$ cat config.mk
export PLATFORM = sky130hd
export DESIGN_NAME = time_counter
export DESIGN_NICKNAME = d
export VERILOG_FILES = /design/src/rtl/time_counter.sv
export SDC_FILE = /design/constraint.sdc
export NUM_CORES = 1
export LEC_CHECK = 0
export CORE_MARGIN = 10
export CORE_UTILIZATION = 46
export CTS_BUF_LIST = sky130_fd_sc_hd__clkbuf_4 sky130_fd_sc_hd__clkbuf_8
export CTS_CLUSTER_SIZE = 8
export DETAILED_ROUTE_END_ITERATION = 8
export GPL_ROUTABILITY_DRIVEN = 0
export HOLD_SLACK_MARGIN = 0.06
export PLACE_DENSITY_LB_ADDON = 0.2
export SLEW_MARGIN = 20
export SYNTH_ARGS = -nofsm -noshare
export SYNTH_HDL_FRONTEND = slang
export SYNTH_SLANG_ARGS = --single-unit
$ cat constraint.sdc
create_clock -name clk -period 3.4 [get_ports clk]
set_input_delay 0.51 -clock clk [delete_from_list [all_inputs] [get_ports clk]]
set_output_delay 0.51 -clock clk [all_outputs]
set_load 0.01 [all_outputs]
$ cat src/rtl/time_counter.sv
// Time-of-day counter: binary hours/minutes/seconds advanced by a prescaled
// 1 s tick, with a button-driven set mode (hour, then minute) and a display
// blink flag derived from the prescaler phase while a field is being set.
module time_counter #(
   parameter int TICK_DIV = 100_000_000
) (
   input  logic       clk,
   input  logic       rst_n,
   input  logic       run_en,
   input  logic       btn_mode,
   input  logic       btn_inc,
   output logic [5:0] sec,
   output logic [5:0] min,
   output logic [5:0] hour,
   output logic       sec_tick,
   output logic [1:0] state,
   output logic       blink
);

   localparam int PW = $clog2(TICK_DIV);
   localparam logic [PW-1:0] PRESC_LAST = PW'(TICK_DIV - 1);
   localparam logic [PW-1:0] PRESC_HALF = PW'(TICK_DIV / 2);
   localparam logic [PW-1:0] PRESC_ONE  = PW'(1);

   typedef enum logic [1:0] {
      RUN     = 2'b00,
      SET_HR  = 2'b01,
      SET_MIN = 2'b10
   } state_t;

   // Button index 0 = mode, 1 = inc
   logic [1:0] btn_raw;
   logic [1:0] sync1_reg;
   logic [1:0] sync2_reg;
   logic [1:0] prev_reg;
   logic [1:0] btn_edge;

   state_t        state_reg, state_next;
   logic [PW-1:0] presc_reg, presc_next;
   logic [5:0]    sec_reg, sec_next;
   logic [5:0]    min_reg, min_next;
   logic [5:0]    hour_reg, hour_next;
   logic          tick_reg, tick_next;
   logic          blink_reg, blink_next;

   assign btn_raw = {btn_inc, btn_mode};

   // Two-flop synchronizer plus previous-value flop; rising edge is a one-cycle pulse
   always_ff @(posedge clk or negedge rst_n) begin
      if (!rst_n) begin
         sync1_reg <= '0;
         sync2_reg <= '0;
         prev_reg  <= '0;
      end else begin
         sync1_reg <= btn_raw;
         sync2_reg <= sync1_reg;
         prev_reg  <= sync2_reg;
      end
   end

   assign btn_edge = sync2_reg & ~prev_reg;

   // Next-state logic: prescaler, time fields with same-edge carries, set-mode FSM
   always_comb begin
      state_next = state_reg;
      presc_next = presc_reg;
      sec_next   = sec_reg;
      min_next   = min_reg;
      hour_next  = hour_reg;
      tick_next  = 1'b0;

      // Prescaler runs whenever not paused in RUN; set states always count for blink timing
      if (state_reg != RUN || run_en) begin
         presc_next = (presc_reg == PRESC_LAST) ? '0 : presc_reg + PRESC_ONE;
      end

      case (state_reg)
         RUN: begin
            // A mode edge takes priority over a coinciding second advance
            if (btn_edge[0]) begin
               state_next = SET_HR;
            end else if (run_en && presc_reg == PRESC_LAST) begin
               tick_next = 1'b1;
               if (sec_reg == 6'd59) begin
                  sec_next = '0;
                  if (min_reg == 6'd59) begin
                     min_next  = '0;
                     hour_next = (hour_reg == 6'd23) ? '0 : hour_reg + 6'd1;
                  end else begin
                     min_next = min_reg + 6'd1;
                  end
               end else begin
                  sec_next = sec_reg + 6'd1;
               end
            end
         end
         SET_HR: begin
            if (btn_edge[0]) begin
               state_next = SET_MIN;
            end else if (btn_edge[1]) begin
               hour_next = (hour_reg == 6'd23) ? '0 : hour_reg + 6'd1;
            end
         end
         SET_MIN: begin
            if (btn_edge[0]) begin
               // Restart the second cleanly so the first tick is a full period away
               state_next = RUN;
               sec_next   = '0;
               presc_next = '0;
            end else if (btn_edge[1]) begin
               min_next = (min_reg == 6'd59) ? '0 : min_reg + 6'd1;
            end
         end
         default: begin
            state_next = RUN;
         end
      endcase

      // Registered blink tracks the state and prescaler values being loaded this edge
      blink_next = (state_next != RUN) && (presc_next < PRESC_HALF);
   end

   // State and output registers
   always_ff @(posedge clk or negedge rst_n) begin
      if (!rst_n) begin
         state_reg <= RUN;
         presc_reg <= '0;
         sec_reg   <= '0;
         min_reg   <= '0;
         hour_reg  <= '0;
         tick_reg  <= 1'b0;
         blink_reg <= 1'b0;
      end else begin
         state_reg <= state_next;
         presc_reg <= presc_next;
         sec_reg   <= sec_next;
         min_reg   <= min_next;
         hour_reg  <= hour_next;
         tick_reg  <= tick_next;
         blink_reg <= blink_next;
      end
   end

   assign sec      = sec_reg;
   assign min      = min_reg;
   assign hour     = hour_reg;
   assign sec_tick = tick_reg;
   assign state    = state_reg;
   assign blink    = blink_reg;

endmodule

==> results.md, run 1 <==
Run status:
- The run finished with clean final reports.

Clock tree:
- The root buffer cell is clkbuf_8.
- The total number of H-tree levels is 2.
- The number of hold buffers added after CTS was 0.
- The clock passes through at most 2 buffers.
- The clock-pin transition on the worst setup and hold timing paths is ~0.10 ns.
- The number of clock buffers inserted by TritonCTS is 5.
- Clock tree synthesis found a total of 55 sinks.
- The clock insertion delay at the later pin of the skew report is between 0.3 and 0.4 ns.
- The count of cells resized by post-cts repair is 0.
- TritonCTS built the clock tree.
- After clock tree synthesis, the setup repair step added 0 buffers.

Power and ir drop:
- The total power divided by cell area is 496.6 nW/um^2.
- Summed over all cells, the static leakage comes to 1.420 nW.
- VDD sags by at most between 0.2 and 0.3 mV.

STA:
- Dividing the final minimum period by the clock period gives 0.8221.
- The count of final max-slew check failures came to 0.
- Setup repair after global routing left no endpoint under its margin.
- At the pin with the least slew margin, the transition time is 0.8508 ns.
- The normalized max-slew margin is 0.4276.
- Setup violations remaining at the end of the flow were counted as 0.
- The highest achievable clock rate is 357.8 MHz.
- The aggregate negative setup slack is 0 ns.
- After layout, the minimum clock period comes to 2.795 ns.
- The worst clock skew is 0.006177 ns.
- The number of failing hold endpoints at the final stage was 0.

Synthesis:
- Of the synthesized area, sequential elements account for 0.4649.
- The unique cell type count in the Yosys netlist is 54.
- The mean instance size in the synthesized netlist is 9.458 sq um.
- The summed instance area of the synthesized netlist is a little under 3000 sq um.
- By count the netlist is led by dfrtp_1, nor2_1, nand2_1, nand3_1.
- The largest total area in the synthesized netlist belongs to dfrtp_1.
- Counting every instance in the synthesized netlist gives 313.
- The dominant synthesized flop cell is dfrtp_1.
- The synthesis warning total is 0.
- For this run, asynchronously set or reset flops after synthesis account for 1.000.
- In this run, synthesis inferred 0 flip-flops with an integrated enable.
- The fraction of post-synthesis cell area in the top cell type by area is 0.4649.
- By area the synthesized netlist is led by dfrtp_1, nor2_1, xnor2_1.
- When the netlist entered floorplanning its net count stood at 322.
- Among all cell types in the netlist, the one instantiated most often is dfrtp_1.
- The post-synthesis sequential element count is 55.

Setup path:
- The worst register-to-register path has a depth of 7.
- Data on the critical path is required at its endpoint by around 3.6 ns.
- At the worst endpoint, the arrival time is ~3.0 ns.
- By startpoint and endpoint, the worst setup path is classified as input pin to register.
- The critical-path cell with the highest stage delay is nor4_1.
- The type of element capturing the critical path is a register.
- The worst setup path is launched from an input pin.
- The critical path goes through clkdlybuf4s50_1 -> nor3_2 -> nor4_1 -> a32o_1 -> a31oi_1 -> a2111oi_0 -> nand3_1 -> a211o_1.
- In this run the worst path has a maximum fanout of 9.
- The largest single stage delay on the critical path is 0.73 ns.

Cells and area:
- The cell area after layout is 3430 sq um.
- At the end of the flow, the number of nets in the layout was between 300 and 400.
- Of the cells placed in the final design, the portion with a size suffix greater than 1 is 0.08746.
- The register with the most flip-flops in the layout has 27 of them.
- The antenna diode instance count is 0.
- The area growth from synthesis to final layout is 15.85%.
- The post-route core utilization is 0.5432.
- The count of cells in the finished layout, fillers not included, comes to 420.

Routing:
- The remaining design rule violation count is 0.
- For this block, the initial DRC count from the detailed router was between 100 and 150.
- The routed wire length is 6.355 mm.
- The first-pass iteration count of the detailed router is 4.
- The detailed router placed ~2400 vias in this run.
- In the final routed layout, each cell accounts on average for between 15 and 20 microns.
- After detailed routing, the number of vias per cell comes to 5.752.
- The count of nets left with antenna violations once routing finished came out at 0.

Floorplan:
- The initial standard-cell utilization of the core is 0.4689.
- The die is 100.2 microns tall.
- The floorplan row count is 29.
- The die extent in x is 100.2 microns.
- Pin placement for this block handled 27 I/O pins.
- The core region is 6314 sq um.
- The die covers 10040 sq um.

Place:
- The detailed placer's ending HPWL is ~4.7 mm.
- The area of placed instances is around 3300 sq um.
- In this run, placement finished with an instance count of 413.
- The port buffer count is 26.

Global route:
- The total congestion overflow after global routing is 0.
- The overall routing resource usage is 0.1286.
- The first global-routing pass estimated approximately 11 mm of wire.
- Entering global routing, the biggest net connects 30 pins.
- The via count of the first global-routing pass is around 2400.
- The number of antenna violations at the first check in global routing was 0.

Hold path:
- The worst hold-check path type is input pin to asynchronous set/reset pin.

Job:
- Max-cap violations in this run came to 0.
cells by family after synthesis:
group | Yosys count | synth area share
mux | 4 | 0.01733
compound gates | 47 | 0.1040
flops | 55 | 0.4649
fa+ha+maj | 4 | 0.01691
xor+xnor | 29 | 0.08580
simple gates | 160 | 0.2895
buf+inv | 14 | 0.02155
layout make-up:
class,count,area (sq um)
fill,602,2884
tap,77,96.34
clock buffer,5,68.82
inverter,3,11.26
sequential,55,1376
timing repair buffer,34,315.3
clock inverter,2,37.54
multi-input combinational,244,1524
metrics by stage:
stage,hold WS [ns],setup slack [ns],power [mW]
global placement,0.3378,0.4376,1.285
global route,0.2159,0.3858,1.812
detailed placement,0.3378,0.3219,1.298
finish,0.1888,0.6050,1.703
CTS,0.2054,0.6270,1.722
floorplan,0.2144,0.8596,1.128
routing by layer:
metal  GRT usage  routed length, microns
met5           0                       0
met4     0.03587                      44
met2      0.2023                    2833
met3     0.03503                     344
met1      0.1692                    3132
path summary, 6_finish.rpt:
path	start	end	slack (ns)
worst max-delay path	run_en	blink$_DFF_PN0_	0.60
worst min-delay path	rst_n	hour[3]$_DFFE_PN0P_	0.19
worst max register to register	state[1]$_DFF_PN0_	blink$_DFF_PN0_	0.63
worst min register to register	sync1_reg[1]$_DFF_PN0_	sync2_reg[1]$_DFF_PN0_	0.36
max in group asynchronous	rst_n	presc_reg[24]$_DFF_PN0_	2.41
min in group clk	sync1_reg[1]$_DFF_PN0_	sync2_reg[1]$_DFF_PN0_	0.36
report_power, final:
part	total [mW]	internal (mW)	switching [mW]	leakage [nW]
Sequential	0.853	0.737	0.116	0.731
Clock	0.424	0.215	0.209	0.0502
Combinational	0.426	0.219	0.207	0.639
Total	1.70	1.17	0.532	1.42
cell usage in the layout, fill, tap and decap left out, drive strengths merged, types with 7 or more instances in the layout:
master	instances
clkdlybuf4s50	25
nand2	32
nand3	21
xnor2	15
dfrtp	55
nor2	39
nand4	10
a21oi	8
or3	7
buf	9
o21ai	17
xor2	14
nor3	15
worst max-delay path: cells and delay by family:
| kind | cells | cell delay (ns) |
|---|---|---|
| compound gates | 4 | 0.99 |
| buf+inv | 1 | 0.51 |
| simple gates | 3 | 0.98 |
Power figures use the tool's default switching activity.
==> inputs of run 2 (changes only) <==
Clock period 3.4 ns to 2.8 ns, I/O delays scaled along.
==> results.md, run 2 (synthesis results as in run 1) <==
Setup path:
- The largest delay contributor family on the critical path is simple AND/OR/NAND/NOR gates.
- The cell occurring most often along the worst timing path is nor3_1.
- Across all register-to-register paths, the minimum setup slack is 0.34 ns.
- The largest single stage delay on the critical path is roughly 0.55 ns.
- The worst endpoint data arrival time is 2.71 ns.
- The worst setup path is launched from a register.
- The endpoint of the worst setup timing path is blink$_DFF_PN0_.
- The launch point of the critical path is presc_reg[9]$_DFF_PN0_.
- For the worst flop-to-flop path, the logic depth is 8.
- The kind of critical path is register to register.
- The slowest stage of the critical path belongs to the cell or4_1.
- Data on the critical path is required at its endpoint by 3.05 ns.
- The type of element capturing the critical path is a register.
- Together, buffers and inverters on the worst path number 1.
- The startpoint identified for the worst register-to-register timing path is presc_reg[9]$_DFF_PN0_.
- The endpoint of the most critical register-to-register path is blink$_DFF_PN0_.
- The total stage count of the critical path is 8.
- The largest fanout on the critical path is 9.
- Walking the worst path, the cells encountered are nor3_1 -> nand2b_1 -> or4_1 -> o21ai_2 -> buf_4 -> nor3_1 -> nor3_1 -> a211o_1.

Cells and area:
- Leaving out filler cells and counting taps, the final layout contains 437.
- The number of antenna diodes in the final layout is 0.
- Summing all multi-input logic gate instances after layout gives roughly 1500 sq um.
- The area taken by flip-flops and latches is 1376 sq um.
- The most common cell after layout, fill and taps aside is dfrtp_1.
- The share of cells above drive strength 1 is 0.1306.
- The flip-flop count of the largest register, all copies and words added is 27.
- Leaving out fill and tap cells, the most frequent cells in the layout are dfrtp_1, nor2_1, nand2_1.
- For this run, the post-layout net count is 368.
- The post-route core utilization is 0.5610.
- The cell area after layout is about 3500 sq um.
- The number of filler instances in the final layout is around 540.
- The area growth from synthesis to final layout is 19.65%.

STA:
- Setup violations remaining at the end of the flow were counted as 0.
- Setup repair after global routing left no endpoint under its margin.
- The share of the cycle needed by the critical path after routing is 0.8792.
- The smallest hold slack is approximately 0.22 ns.
- Static timing analysis puts the maximum clock frequency at 406.2 MHz.
- Measured against its own limit, the worst slew margin works out to 0.4940.
- The number of failing hold endpoints at the final stage was 0.
- The minimum clock period is 2.462 ns.
- The pin slew with the least headroom to its limit is between 0.7 and 0.8 ns.
- Setup total negative slack on the finished layout was measured at 0 ns.
- For the final database, setup skew stands at 0.008063 ns.
- The count of final max-slew check failures is 0.

Power and ir drop:
- The power share of the sequential group is 0.495.
- The switching fraction of total power is 0.3203.
- Of the total power, the clock network draws 0.226.
- For this design the static power due to leakage is 1.497 nW.
- Of the total power, combinational logic draws 0.279.
- In this run the power density over the cells is 576.9 nW/um^2.
- The analysis attributes to net switching a power of roughly 650 uW.
- The worst ir drop on vdd is 0.4103 mV.
- Internal power comes to 1.389 mW.

Job:
- Max-cap violations in this run came to 0.

Global route:
- Entering global routing, the biggest net connects 56 pins.
- The number of antenna violations at the first check in global routing is 0.
- The total congestion overflow after global routing is 0.
- Across every metal layer, demand over resource in global routing totals 0.1269.
- The via count of the first global-routing pass is 2287.
- The first-pass GRT wire length is 10.79 mm.

Place:
- The area of placed instances is 3443 sq um.
- Including well taps, the total number of placed cells is 429.
- The HPWL after detailed placement is 4.652 mm.
- The port buffer count is 26.

Clock tree:
- After clock tree synthesis, the clock-pin slew on the worst setup and hold paths is 0.10 ns.
- The clock insertion delay at the later pin of the skew report is 0.31 ns.
- The hold buffer count at cts is 0.
- Counting the buffers created by CTS gives 5.
- The H-tree generated during clock tree synthesis spans 2 levels.
- The longest clock path from root to sink contains 2 buffers.
- The tree is rooted in a clkbuf_8.
- TritonCTS built the clock tree.
- Gates resized during post-CTS repair numbered 0.
- The tree built by TritonCTS fans out to 55 sinks.
- The number of setup buffers added after CTS is 0.

Floorplan:
- The placeable core region is 6314 sq um.
- The die covers 10040 sq um.
- The number of top-level pins is 27.
- The die extent in x is 100.2 microns.
- For this configuration, the core starts out at a cell density of 0.4689.
- The floorplan row count is 29.
- In this run the vertical extent of the chip is about 100 microns.

Routing:
- The final routed wire length divided by cell count is 14.40 microns.
- The routed wire length is 6.294 mm.
- The remaining design rule violation count is 0.
- The first detailed-routing pass ran for 6 iterations.
- In this run, the number of DRC markers left after iteration 0 of detailed routing was 110.
- The routed layout has about 2400 vias.
- The number of nets with antenna violations after routing is 0.
- Dividing the detail-routed via count by the number of cells gives 5.535.

Run status:
- The run finished with clean final reports.

Hold path:
- In this run the worst hold path is classified as input pin to asynchronous set/reset pin.
run 2: worst min-delay path by stage:
stage	startpoint	end	slack, ns
2_1_floorplan	rst_n	blink$_DFF_PN0_	0.12
3_3_place_gp	sync1_reg[1]$_DFF_PN0_	sync2_reg[1]$_DFF_PN0_	0.34
3_5_place_dp	sync1_reg[0]$_DFF_PN0_	sync2_reg[0]$_DFF_PN0_	0.34
4_1_cts	rst_n	hour[5]$_DFFE_PN0P_	0.26
5_1_grt	rst_n	hour[3]$_DFFE_PN0P_	0.28
6_report	rst_n	hour[4]$_DFFE_PN0P_	0.22
run 2: final cells by class:
type | count | share of cell area
flip-flops and latches | 55 | 0.3886
multi-input cells | 244 | 0.4302
repair buffers | 50 | 0.1229
clock buffers | 6 | 0.02331
inverters | 3 | 0.003179
clock inverters | 2 | 0.004592
well taps | 77 | 0.02720
run 2: power by group through the flow:
stage | clock, mW | sequential [mW] | combinational, mW
6_report | 0.463 | 1.01 | 0.570
5_1_grt | 0.507 | 1.03 | 0.639
4_1_cts | 0.481 | 1.01 | 0.581
3_5_place_dp | 0 | 1.03 | 0.580
3_3_place_gp | 0 | 1.02 | 0.562
2_1_floorplan | 0 | 1.03 | 0.344
run 2: metrics by stage:
stage	total power, mW	worst slack [ns]
finish	2.043	0.3381
global route	2.179	0.07847
CTS	2.073	0.3327
detailed placement	1.605	0.007412
global placement	1.584	0.04733
floorplan	1.370	0.2596
run 2: routing by layer:
layer	track usage	up-vias	share of wire
met1	0.1646	1150	0.47
met4	0.02609	0	0.0065
li1	-	1216	-
met5	0	-	0
met2	0.2072	49	0.47
met3	0.03365	4	0.053
